**config.mk**
```make
export PLATFORM = sky130hd
export DESIGN_NAME = pipeline_ctrl
export DESIGN_NICKNAME = d
export VERILOG_FILES = /design/src/rtl/cpu_defines.sv /design/src/rtl/stall_watchdog.sv /design/src/rtl/pipeline_ctrl.sv
export SDC_FILE = /design/constraint.sdc
export NUM_CORES = 1
export LEC_CHECK = 0
export ABC_CLOCK_PERIOD_IN_PS = 2800
export CAP_MARGIN = 20
export CORE_MARGIN = 5
export CORE_UTILIZATION = 50
export CTS_BUF_LIST = sky130_fd_sc_hd__clkbuf_16
export CTS_CLUSTER_DIAMETER = 30
export CTS_CLUSTER_SIZE = 28
export DETAILED_ROUTE_END_ITERATION = 8
export PLACE_DENSITY = 0.78
export SYNTH_ARGS = -nofsm -noshare
export SYNTH_HDL_FRONTEND = slang
export SYNTH_SLANG_ARGS = --single-unit
```
**constraint.sdc**
```tcl
create_clock -name clk -period 2.8 [get_ports clk]
set_input_delay 0.28 -clock clk [delete_from_list [all_inputs] [get_ports clk]]
set_output_delay 0.28 -clock clk [all_outputs]
set_load 0.02 [all_outputs]
```
**src/rtl/cpu_defines.sv**
```systemverilog
// Shared controller types: stall vector encodings, redirect offset and FSM states.
package cpu_defines;

    typedef logic [5:0]  Stall_t;
    typedef logic [31:0] Inst_addr_t;

    localparam Stall_t STALL_NONE = 6'b000000;
    localparam Stall_t STALL_IF   = 6'b000011;
    localparam Stall_t STALL_ID   = 6'b000111;
    localparam Stall_t STALL_EX   = 6'b001111;
    localparam Stall_t STALL_MEM  = 6'b011111;

    localparam Inst_addr_t EXCP_OFFSET_DEFAULT = 32'h0000_0180;

    typedef enum logic {
        RUN       = 1'b0,
        EXCP_WAIT = 1'b1
    } ctrl_state_t;

    // The highest-numbered requesting stage freezes itself and everything upstream.
    function automatic Stall_t encode_stall(input logic req_if, input logic req_id,
                                            input logic req_ex, input logic req_mem);
        Stall_t s;
        s = STALL_NONE;
        if (req_mem)     s = STALL_MEM;
        else if (req_ex) s = STALL_EX;
        else if (req_id) s = STALL_ID;
        else if (req_if) s = STALL_IF;
        return s;
    endfunction

endpackage

```
**src/rtl/stall_watchdog.sv**
```systemverilog
// Counts consecutive stalled cycles; sets a sticky flag once STALL_TIMEOUT is reached.
// Latency: flag rises at the edge that completes the STALL_TIMEOUT-th stalled cycle; no backpressure.
module stall_watchdog #(
    parameter int unsigned STALL_TIMEOUT = 1024
) (
    input  logic clk,
    input  logic rst,
    input  logic stall_pc,
    input  logic flush,
    output logic stall_timeout
);
    import cpu_defines::*;

    localparam int unsigned CNT_W = $clog2(STALL_TIMEOUT + 1);
    localparam logic [CNT_W-1:0] CNT_MAX = CNT_W'(STALL_TIMEOUT);

    logic [CNT_W-1:0] run_cnt_q, run_cnt_d;
    logic             timeout_q, timeout_d;

    always_comb begin
        run_cnt_d = run_cnt_q;
        timeout_d = timeout_q;
        if (!stall_pc || flush) begin
            run_cnt_d = '0;
        end else if (run_cnt_q != CNT_MAX) begin
            run_cnt_d = run_cnt_q + 1'b1;
        end
        if (run_cnt_d == CNT_MAX) begin
            timeout_d = 1'b1;
        end
    end

    always_ff @(posedge clk) begin
        if (rst) begin
            run_cnt_q <= '0;
            timeout_q <= 1'b0;
        end else begin
            run_cnt_q <= run_cnt_d;
            timeout_q <= timeout_d;
        end
    end

    assign stall_timeout = timeout_q;

endmodule

```
**src/rtl/pipeline_ctrl.sv**
```systemverilog
// Pipeline controller: stall arbitration plus exception/ERET redirect, deferred past in-flight MEM accesses.
// Latency: stall/flush/new_pc are combinational (zero cycles); a MEM stall holds a redirect until it clears.
module pipeline_ctrl #(
    parameter int unsigned STALL_TIMEOUT = 1024,
    parameter logic [31:0] EXCP_OFFSET   = 32'h0000_0180
) (
    input  logic        clk,
    input  logic        rst,
    input  logic        stallreq_if,
    input  logic        stallreq_id,
    input  logic        stallreq_ex,
    input  logic        stallreq_mem,
    input  logic        mem_excp_valid,
    input  logic        mem_excp_is_eret,
    input  logic [31:0] cp0_epc,
    input  logic [31:0] cp0_ebase,
    output logic [5:0]  stall,
    output logic        flush,
    output logic [31:0] new_pc,
    output logic [31:0] perf_stall_cycles,
    output logic        stall_timeout
);
    import cpu_defines::*;

    ctrl_state_t state_q, state_d;
    Inst_addr_t  excp_pc_q, excp_pc_d;
    Inst_addr_t  new_pc_q, new_pc_d;
    logic [31:0] perf_q, perf_d;

    Stall_t     stall_d;
    logic       flush_d;
    Inst_addr_t target;

    always_comb begin
        state_d   = state_q;
        excp_pc_d = excp_pc_q;
        flush_d   = 1'b0;
        stall_d   = encode_stall(stallreq_if, stallreq_id, stallreq_ex, stallreq_mem);
        target    = mem_excp_is_eret ? cp0_epc : (cp0_ebase + EXCP_OFFSET);
        new_pc_d  = new_pc_q;

        case (state_q)
            RUN: begin
                if (mem_excp_valid) begin
                    if (stallreq_mem) begin
                        excp_pc_d = target;
                        state_d   = EXCP_WAIT;
                        stall_d   = STALL_MEM;
                    end else begin
                        flush_d  = 1'b1;
                        stall_d  = STALL_NONE;
                        new_pc_d = target;
                    end
                end
            end
            EXCP_WAIT: begin
                // The bus access must retire before the pipeline can be torn down.
                if (stallreq_mem) begin
                    stall_d = STALL_MEM;
                end else begin
                    flush_d  = 1'b1;
                    stall_d  = STALL_NONE;
                    new_pc_d = excp_pc_q;
                    state_d  = RUN;
                end
            end
            default: begin
                state_d = RUN;
            end
        endcase

        if (rst) begin
            flush_d  = 1'b0;
            stall_d  = STALL_NONE;
            new_pc_d = new_pc_q;
        end

        perf_d = perf_q;
        if (stall_d[0] && !flush_d && perf_q != 32'hFFFF_FFFF) begin
            perf_d = perf_q + 32'd1;
        end
    end

    always_ff @(posedge clk) begin
        if (rst) begin
            state_q   <= RUN;
            excp_pc_q <= '0;
            new_pc_q  <= '0;
            perf_q    <= '0;
        end else begin
            state_q   <= state_d;
            excp_pc_q <= excp_pc_d;
            new_pc_q  <= new_pc_d;
            perf_q    <= perf_d;
        end
    end

    stall_watchdog #(
        .STALL_TIMEOUT (STALL_TIMEOUT)
    ) u_stall_watchdog (
        .clk           (clk),
        .rst           (rst),
        .stall_pc      (stall_d[0]),
        .flush         (flush_d),
        .stall_timeout (stall_timeout)
    );

    assign stall             = stall_d;
    assign flush             = flush_d;
    assign new_pc            = new_pc_d;
    assign perf_stall_cycles = perf_q;

endmodule

```
==> results.md, run 1 <==
- The leakage power is 3.55 nW.
- The first global-routing pass estimated roughly 31 mm of wire.
- The clock passes through at most 2 buffers.
- The floorplan step defined a die boundary enclosing 14600 sq um.
- The post-detailed-placement cell area is 8180 sq um.
- Across the run, the number of max-cap violations was 0.
- The CTS tree is done.
- The y dimension of the die is 121 microns.
- The flow ran to the end, and the final reports show no timing, DRC or antenna violations.
- The via count of the first global-routing pass came to 6414.
- The delay of the slowest cell on the worst path is 630 ps.
- The highest clock rate is 0.369 GHz.
- Setup repair after global routing left no endpoint under its margin.
- The site row count is 40.
- Walking the worst path, the cells encountered are clkdlybuf4s50_1, o21ba_1, or3_1, inv_1, clkdlybuf4s50_1.
- Once routing completed, OpenROAD measured the worst setup slack at 92.8 ps.
- In this run the critical register-to-register path is captured at perf_stall_cycles[3]$_SDFFE_PP0P_.
- Summed over all layers, the global routing overflow is 0.
- After detailed routing, the average wire length per cell comes to 17.8 microns.
- The number of nets at the end of the flow is 1024.
- The CTS root buffer is sky130_fd_sc_hd__clkbuf_16.
- The starting density of the core is 0.511.
- The largest total area in the synthesized netlist belongs to sky130_fd_sc_hd__dfxtp_1.
- The core occupancy in the finished layout is 0.718.
- For this run, the total global-route usage over all layers was measured as 0.258.
- The number of diodes is 0.
- The min-delay analysis places its worst path in the category input pin to flop.
- Dividing the detail-routed via count by the number of cells gives between 5 and 6.
- The number of vias in the routed layout is 6654.
- Counting every sink on the clock net gives 109.
- For this design, the slowest cell found on the critical path is sky130_fd_sc_hd__clkdlybuf4s50_1.
- Setup violations remaining at the end of the flow were counted as 0.
- In this run the worst setup path begins at mem_excp_valid.
- The clock reaches the later pin of the worst-skew pair after 350 ps.
- A synthesized cell averages 8.09 sq um.
- The congestion estimate from routability-driven global placement came to between 0.9 and 1.
- Counting every instance in the synthesized netlist gives about 760.
- The core region is around 12000 sq um.
- The minimum period implied by the final worst setup slack is roughly 2700 ps.
- The synthesized net count is 837.
- The fraction of final layout cells with drive strength greater than 1 is 0.182.
- In this run the number of H-tree levels came out at 3.
- The number of I/O port buffers is approximately 140.
- The most used flip-flop cell after synthesis is sky130_fd_sc_hd__dfxtp_1.
- Dividing the final minimum period by the clock period gives 0.967.
- The maximum clock skew at final layout is approximately 7.6 ps.
- Entering global routing, the biggest net connects 33 pins.
- The detailed placement HPWL is roughly 14 mm.
- The hold path startpoint is rst.
- The number of hold-slack violations in the final timing report is 0.
- The startpoint of the lowest-slack register-to-register path is perf_stall_cycles[23]$_SDFFE_PP0P_.
- Sorting the synthesized cells by area gives the leading types as sky130_fd_sc_hd__dfxtp_1 (35%), sky130_fd_sc_hd__a21oi_1 (5.0%), sky130_fd_sc_hd__mux2i_1 (4.9%).
- The synthesized design contains 0 enable-type register cells.
- The worst endpoint required time is 2520 ps.
- Buffers inserted during clock tree synthesis total 9.
- The number of ports placed on the die boundary is 144.
- The first-iteration detailed-routing DRC count is 678.
- The critical path ends at stall[1].
- Dividing total power by cell area gives a power density of between 400 and 500 nW/um^2.
- The endpoint type of the worst setup path is a primary output.
- The initial antenna violation count is 0.
- Before antenna repair, the detailed router went through 5 iterations.
- The total non-filler cell area in the finished layout is 8670 sq um.
- The worst register-to-register path has a depth of 6.
- The cell that appears most often on the critical path is sky130_fd_sc_hd__clkdlybuf4s50_1.
- The critical path in this run is classified as input pin to primary output.
- For this run, the number of Yosys warnings is 0.
- After routing, the total negative slack on setup checks comes to 0 ps.
- The area growth from synthesis to layout is 40.7%.
- The setup slack on the worst flop-to-flop path is 470 ps.
- The synthesis-stage register bit count is 109.
- The post-route DRC violation count is 0.
- The worst slack after detailed placement is -618 ps.
- The largest voltage drop on the vdd net is approximately 340 uV.
- After clock tree synthesis, the clock-pin slew on the worst setup and hold paths is about 80 ps.
- The count of different cell masters after synthesis is 67.
- Hold is met by between 300 and 400 ps.
- The worst pin sits at a relative slew slack of 0.590.
- The type of element launching the critical path is an input pin.
- The synthesized netlist occupies a cell area of 6160 sq um.
- The number of hold-repair buffers added at the cts stage is 0.
- The max-slew violation count came to 0.
- The area share of the leading cell type in the synthesized netlist is 0.354.
- Measured along the x axis, the die boundary spans 121 microns.
- The number of filler instances in the final layout is 904.
- The critical path arrival is 2430 ps.
- After synthesis, the share of flip-flops with an asynchronous set or reset is 0.
- At the pin with the least slew margin, the transition time is between 600 and 700 ps.
- The count of nets left with antenna violations after detail routing is 0.
- The largest driver fanout on the critical path is 6.
- The share of the yosys chip area belonging to registers is 0.354.
- The sum of routed wire length over all layers is between 15 and 20 mm.
## power breakdown
| group | internal [mW] | leakage, nW | switching (mW) |
|---|---|---|---|
| logic | 0.416 | 2.50 | 0.456 |
| clock network | 0.790 | 0.155 | 0.608 |
| registers | 1.62 | 0.890 | 0.0487 |
| total | 2.82 | 3.55 | 1.11 |
## placed cells by master, fill, tap and decap left out, types with 9 or more instances in the layout
cell                              instances
sky130_fd_sc_hd__o21ai_0                 39
sky130_fd_sc_hd__nand3_1                 25
sky130_fd_sc_hd__nor3_1                  13
sky130_fd_sc_hd__nor2_1                  73
sky130_fd_sc_hd__a21o_1                  13
sky130_fd_sc_hd__xor2_1                  29
sky130_fd_sc_hd__mux2_2                  10
sky130_fd_sc_hd__xnor2_1                 18
sky130_fd_sc_hd__a211oi_1                15
sky130_fd_sc_hd__nand2_1                 75
sky130_fd_sc_hd__clkdlybuf4s50_1        107
sky130_fd_sc_hd__and3_1                  13
sky130_fd_sc_hd__inv_1                   14
sky130_fd_sc_hd__buf_4                   90
sky130_fd_sc_hd__o221a_2                 10
sky130_fd_sc_hd__clkbuf_16                9
sky130_fd_sc_hd__a2bb2oi_1               10
sky130_fd_sc_hd__nand4_1                 23
sky130_fd_sc_hd__o21a_1                  10
sky130_fd_sc_hd__mux2i_1                 30
sky130_fd_sc_hd__dfxtp_1                109
sky130_fd_sc_hd__a21oi_1                 58
sky130_fd_sc_hd__dlygate4sd2_1           12
## per-layer routing
metal,track usage,vias up,routed length [microns]
li1,-,3140,-
met1,0.320,3154,8150
met2,0.436,305,9690
met3,0.0634,55,1480
met4,0.0907,0,609
met5,0,-,0
## critical path, delay by kind of cell
family                 cells  cell delay [ps]
AOI/OAI and AO/OA          1              310
and+or+nand+nor            1              520
buffers and inverters      3             1320
## how the worst min path moves through the flow
stage,endpoint,slack (ps),cells after the start
finish,excp_pc_q[30]$_SDFFE_PP0P_,380,3
global route,excp_pc_q[30]$_SDFFE_PP0P_,360,3
CTS,excp_pc_q[30]$_SDFFE_PP0P_,360,3
detailed placement,excp_pc_q[24]$_SDFFE_PP0P_,450,2
global placement,excp_pc_q[12]$_SDFFE_PP0P_,440,2
floorplan,excp_pc_q[12]$_SDFFE_PP0P_,430,2
## per-stage QoR
step / std cells / total power, mW
2_1_floorplan: 761 / 2.14
3_3_place_gp: 1098 / 2.53
3_5_place_dp: 1098 / 2.56
4_1_cts: 1119 / 3.93
5_1_grt: 1121 / 4.09
6_report: 1121 / 3.94
## synthesized netlist by cell type (3+ instances only)
cell type                     n
sky130_fd_sc_hd__and3_1      13
sky130_fd_sc_hd__nand2_1     75
sky130_fd_sc_hd__o22ai_1      3
sky130_fd_sc_hd__dfxtp_1    109
sky130_fd_sc_hd__or3_1        8
sky130_fd_sc_hd__a211oi_1    17
sky130_fd_sc_hd__nand3_1     25
sky130_fd_sc_hd__ha_1         4
sky130_fd_sc_hd__o21ai_0     43
sky130_fd_sc_hd__nor2b_1      7
sky130_fd_sc_hd__nand4_1     23
sky130_fd_sc_hd__inv_1       14
sky130_fd_sc_hd__and4_1       6
sky130_fd_sc_hd__o31ai_1      5
sky130_fd_sc_hd__nand2b_1     3
sky130_fd_sc_hd__a2bb2oi_1   10
sky130_fd_sc_hd__and2_1       4
sky130_fd_sc_hd__o32ai_1      8
sky130_fd_sc_hd__buf_1        8
sky130_fd_sc_hd__nor2_1      75
sky130_fd_sc_hd__mux2_2      10
sky130_fd_sc_hd__o21a_1      10
sky130_fd_sc_hd__o221a_2     10
sky130_fd_sc_hd__nor3_1      17
sky130_fd_sc_hd__a21oi_1     61
sky130_fd_sc_hd__buf_4        4
sky130_fd_sc_hd__a21o_1      13
sky130_fd_sc_hd__mux2i_1     30
sky130_fd_sc_hd__xor2_1      30
sky130_fd_sc_hd__nor4_1      10
sky130_fd_sc_hd__clkbuf_1    39
sky130_fd_sc_hd__o221ai_1     3
sky130_fd_sc_hd__a221oi_1     4
sky130_fd_sc_hd__xnor2_1     19
## cells by family after synthesis
| logic type | count (synthesis) | synth area share |
|---|---|---|
| XOR/XNOR | 49 | 0.0697 |
| AND/OR/NAND/NOR | 283 | 0.232 |
| flip-flops | 109 | 0.354 |
| AO/OA/AOI/OAI | 204 | 0.220 |
| other | 1 | 0.000609 |
| adder cells (fa/ha/maj) | 4 | 0.00813 |
| buffers and inverters | 71 | 0.0485 |
| multiplexers | 40 | 0.0670 |
## repair_timing
action / in CTS / in global routing
setup buffers: 5 / 2
endpoints found under the setup margin: 22 / 25
gates resized for setup: 93 / 31
pin swaps: 10 / 14
endpoints found under the hold margin: 0 / 0
## layout make-up
type,count,area [sq um],area share
multi-input cells,581,3810,0.440
inverters,16,60.1,0.00693
repair buffers,231,2080,0.240
clock inverters,7,96.3,0.0111
clock buffers,9,225,0.0260
flip-flops and latches,109,2180,0.252
well taps,168,210,0.0243
## registers in the layout, indices dropped and copies added, names as in the netlist
name and count:
perf_stall_cycles 32, u_stall_watchdog.run_cnt_q 11, state_q 1, excp_pc_q 32, u_stall_watchdog.stall_timeout 1, new_pc_q 32
(Power assumes the default switching activity.)
==> run 2: changes to the inputs <==
--- a/config.mk
+++ b/config.mk
@@ -16,4 +16,5 @@
 export PLACE_DENSITY = 0.78
 export SYNTH_ARGS = -nofsm -noshare
 export SYNTH_HDL_FRONTEND = slang
+export SYNTH_HIERARCHICAL = 1
 export SYNTH_SLANG_ARGS = --single-unit
==> run 2 against run 1 <==
Effect of this change: critical endpoint is now new_pc[31]; total power decreased by 5.0%; final cell count is 3.5% higher; wire length grew 1.2%; largest power group unchanged; highest routed layer unchanged; via count increased by 5.4%; worst hold slack lost 90 ps; sequential share of layout area decreased by 0.42 points; clock skew shrank 2.5 ps; clock power shrank 9%.
==> results.md, run 2 <==
- The global-route wire length before repair is 32.6 mm.
- In the post-synthesis netlist, the cell with the most instances is sky130_fd_sc_hd__dfxtp_1.
- The via count of the first global-routing pass came to 6784.
- The total of endpoints with negative setup slack in the final report is 0.
- Detailed routing inserted a total of roughly 7000 vias.
- Synthesis inferred 109 register bits.
- The final critical-path share of the clock period is 0.972.
- In this run the remaining antenna-violating nets after routing total 0.
- Leaving out fill and tap cells, the most frequent cells in the layout are sky130_fd_sc_hd__buf_4 (110), sky130_fd_sc_hd__dfxtp_1 (109), sky130_fd_sc_hd__clkdlybuf4s50_1 (109), sky130_fd_sc_hd__nor2_1 (75), sky130_fd_sc_hd__nand2_1 (59).
- For hold timing, the worst endpoint is new_pc_q[18]$_SDFF_PP0_.
- Of all nets on the critical path, the largest fanout is 2.
- The post-synthesis share of cell area spent on full adders, half adders and majority gates is 0.00809.
- The number of synthesized flops with an enable pin is 0.
- In this run the worst setup path begins at cp0_ebase[19].
- The most used flip-flop cell after synthesis is sky130_fd_sc_hd__dfxtp_1.
- The count of cells along the worst register-to-register path is 5.
- Dividing the detail-routed wire length by the instance count gives 17.4 microns.
- The first detailed-routing pass ran for 5 iterations.
- The die covers between 10000 and 15000 sq um.
- By startpoint and endpoint, the worst setup path is classified as input pin to primary output.
- Synthesis handed over a netlist of between 700 and 800 instances.
- The site row count is 40.
- The max-slew violation count came to 0.
- For this run, design rule violations remaining after detail routing come to 0.
- For this run, the total global-route usage over all layers was measured as 0.269.
- Of the total synthesized cell area, the portion taken by AND, OR, NAND and NOR gates is 0.251.
- The first-iteration detailed-routing DRC count is 679.
- For this design the ratio of total power to cell area is 424 nW/um^2.
- The critical path arrival is between 2000 and 2500 ps.
- After synthesis, the most frequently instantiated cells are sky130_fd_sc_hd__dfxtp_1 (109), sky130_fd_sc_hd__nor2_1 (76), sky130_fd_sc_hd__a21oi_1 (60).
- The xor-xnor portion of the synthesized cell area is 0.0368.
- The die is 121 microns tall.
- The sum of routed wire length over all layers is 20.2 mm.
- The compound-cell area share of the yosys netlist is 0.277.
- The number of hold-repair buffers added at the cts stage is 0.
- The highest clock rate is 0.367 GHz.
- The clock reaches the later pin of the worst-skew pair after 360 ps.
- The number of I/O port buffers is 142.
- The most common library cell in the layout ignoring fill and taps is sky130_fd_sc_hd__buf_4.
- The post-detailed-placement cell area is 8410 sq um.
- STA classifies the critical path endpoint as a primary output.
- Summing every instance area after synthesis gives 6180 sq um.
- Across all setup checks in the final design, the least slack found is 78.2 ps.
- The number of antenna diodes in the final layout is 0.
- After synthesis, the largest family of logic cells by area is compound AO/OA/AOI/OAI gates.
- For this design the static power due to leakage is 3.46 nW.
- VDD sags by at most 289 uV.
- The placer's final routability congestion estimate is ~0.94.
- For the final database, setup skew stands at 5.15 ps.
- The portion of synthesized area spent on multiplexers is 0.0233.
- The type of element launching the critical path is an input pin.
- The setup slack on the worst flop-to-flop path is 320 ps.
- The largest net degree at the start of global routing is 34.
- Measured along the x axis, the die boundary spans 121 microns.
- The reg-to-reg critical path endpoint is perf_stall_cycles[4]$_SDFFE_PP0P_.
- The total area of multi-input combinational cells is 3770 sq um.
- For this run, the register share of the synthesized area comes to 0.353.
- The flip-flop and latch area is about 2200 sq um.
- From synthesis to final layout, the design area changed by 42.5%.
- The worst slew margin relative to its limit is 0.447.
- The H-tree was split into 3 levels.
- Dividing the synthesized area by the synthesized cell count gives 7.99 sq um.
- The clock transition at the registers of the reported paths is 70 ps.
- The netlist uses 77 different library cells.
- Synthesis produced a netlist with a net count of 850.
- Using the TritonRoute via totals, the vias-per-cell ratio works out to 6.05.
- The total non-filler cell area in the finished layout is 8810 sq um.
- The area share of the leading cell type in the synthesized netlist is 0.353.
- The worst-margin pin slew is 824 ps.
- The hold path startpoint is rst.
- After filler insertion, the fill cell instance count of the layout stands at roughly 950.
- The initial antenna violation count came to 0.
- Of all cell types, the one taking the most synthesized area is sky130_fd_sc_hd__dfxtp_1.
- The total area inside the core boundary comes to 12100 sq um.
- The CTS root buffer is sky130_fd_sc_hd__clkbuf_16.
- Across the run, the number of max-cap violations was 0.
- The buffer levels on the longest clock path is 2.
- The residual overflow from global routing is 0.
- The fraction of final layout cells with drive strength greater than 1 is 0.185.
- The detailed placement HPWL is around 15 mm.
- The initial utilization of the core area, before any placement, comes to 0.513.
- The CTS tree is done.
- The min-delay analysis places its worst path in the category input pin to flop.
- The worst endpoint required time is 2520 ps.
- 144 I/O pins were placed.
- The synthesis warning total is 6.
- The startpoint of the lowest-slack register-to-register path is perf_stall_cycles[24]$_SDFFE_PP0P_.
- The async set-reset flop share out of synthesis is 0.
- The flow ran to the end, and the final reports show no timing, DRC or antenna violations.
- TritonCTS created 9 clock buffers.
- For this run, the post-layout net count is ~1100.
- CTS saw about 110 sinks.
- The worst path in the final design needs a cycle of 2720 ps, including I/O delays and setup.
- The worst slack after detailed placement is -614 ps.
- The number of hold-slack violations in the final timing report is 0.
- After synthesis, the cell types taking the most area are sky130_fd_sc_hd__dfxtp_1 (35%), sky130_fd_sc_hd__a21oi_1 (4.9%), sky130_fd_sc_hd__nor2_1 (4.6%).
- The hold-critical path depth is 2.
-- run 2: changes by cell type in the layout (fill, tap and decap cells not counted), moves of 7 or more --
cell	delta
sky130_fd_sc_hd__nand3_1	+8
sky130_fd_sc_hd__xor2_1	-19
sky130_fd_sc_hd__nand4_1	-8
sky130_fd_sc_hd__nand2_1	-16
sky130_fd_sc_hd__and3_1	-10
sky130_fd_sc_hd__a2bb2oi_1	-10
sky130_fd_sc_hd__buf_4	+20
sky130_fd_sc_hd__nor2b_1	+7
sky130_fd_sc_hd__mux2_2	-7
sky130_fd_sc_hd__a22oi_1	+14
sky130_fd_sc_hd__or3_1	+22
sky130_fd_sc_hd__o31ai_1	+10
sky130_fd_sc_hd__inv_1	+13
sky130_fd_sc_hd__mux2i_1	-19
-- run 2: critical path: stages --
cell	delay, ps
sky130_fd_sc_hd__clkdlybuf4s50_1	490
sky130_fd_sc_hd__nand4_1	140
sky130_fd_sc_hd__buf_4	170
sky130_fd_sc_hd__nor4_2	200
sky130_fd_sc_hd__buf_4	150
sky130_fd_sc_hd__buf_4	100
sky130_fd_sc_hd__and4_1	200
sky130_fd_sc_hd__o31ai_1	70
sky130_fd_sc_hd__o21ai_0	230
sky130_fd_sc_hd__dlygate4sd2_1	400
-- run 2: power breakdown --
part / switching (mW) / internal [mW] / total (mW)
sequential: 0.0413 / 1.62 / 1.66
clock: 0.583 / 0.683 / 1.27
combinational: 0.425 / 0.391 / 0.816
total: 1.05 / 2.69 / 3.74
-- run 2: cell type report --
type	count	area share
clock buffer	9	0.0256
multi-input combinational	589	0.427
inverter	26	0.0111
sequential	109	0.248
timing repair buffer	253	0.258
clock inverter	6	0.00639
tap	168	0.0239
-- run 2: worst max path at each step --
| stage | cells after the start | end |
|---|---|---|
| after floorplan | 8 | new_pc[29] |
| after global placement | 12 | new_pc[25] |
| after detailed placement | 12 | new_pc[25] |
| after CTS | 11 | new_pc[30] |
| after global routing | 9 | new_pc[9] |
| final | 10 | new_pc[31] |
-- run 2: cell families (layout without fill, tap and decap cells) --
kind of cell / Yosys count / in the layout
XOR/XNOR: 26 / 26
AO/OA/AOI/OAI: 250 / 250
AND/OR/NAND/NOR: 294 / 294
other: 1 / 1
buffers and inverters: 76 / 294
flip-flops: 109 / 109
adder cells (fa/ha/maj): 4 / 4
multiplexers: 14 / 14
-- run 2: stage by stage --
| stage | utilization | power [mW] | hold slack [ps] | TNS (ps) | std cells |
|---|---|---|---|---|---|
| after CTS | 0.727 | 3.74 | 284 | 0 | 1160 |
| final | 0.731 | 3.74 | 289 | 0 | 1160 |
| after global routing | 0.731 | 3.88 | 305 | -25.0 | 1160 |
| after global placement | 0.697 | 2.48 | 437 | -5900 | 1139 |
| after detailed placement | 0.697 | 2.50 | 447 | -6560 | 1139 |
| after floorplan | - | 2.07 | 389 | 0 | 774 |
-- run 2: metal layers --
metal  track usage  wire (microns)  up-vias
li1              -               -     3324
met2         0.440            9650      340
met1         0.350            8490     3307
met4         0.117             499        0
met5             0               0        -
met3        0.0462            1530       44
-- run 2: repair_timing --
action | in CTS | in global routing
endpoints found under the setup margin | 21 | 25
gates cloned | 0 | 0
setup buffers | 6 | 0
gates resized for setup | 67 | 20
pin swaps | 5 | 5
==> run 3: changes to the inputs <==
--- a/config.mk
+++ b/config.mk
@@ -10,7 +10,6 @@
 export CORE_MARGIN = 5
 export CORE_UTILIZATION = 50
 export CTS_BUF_LIST = sky130_fd_sc_hd__clkbuf_16
-export CTS_CLUSTER_DIAMETER = 30
 export CTS_CLUSTER_SIZE = 28
 export DETAILED_ROUTE_END_ITERATION = 8
 export PLACE_DENSITY = 0.78
==> results of run 3 <==
Final layout, timing and power as in run 2 (identical DEF).
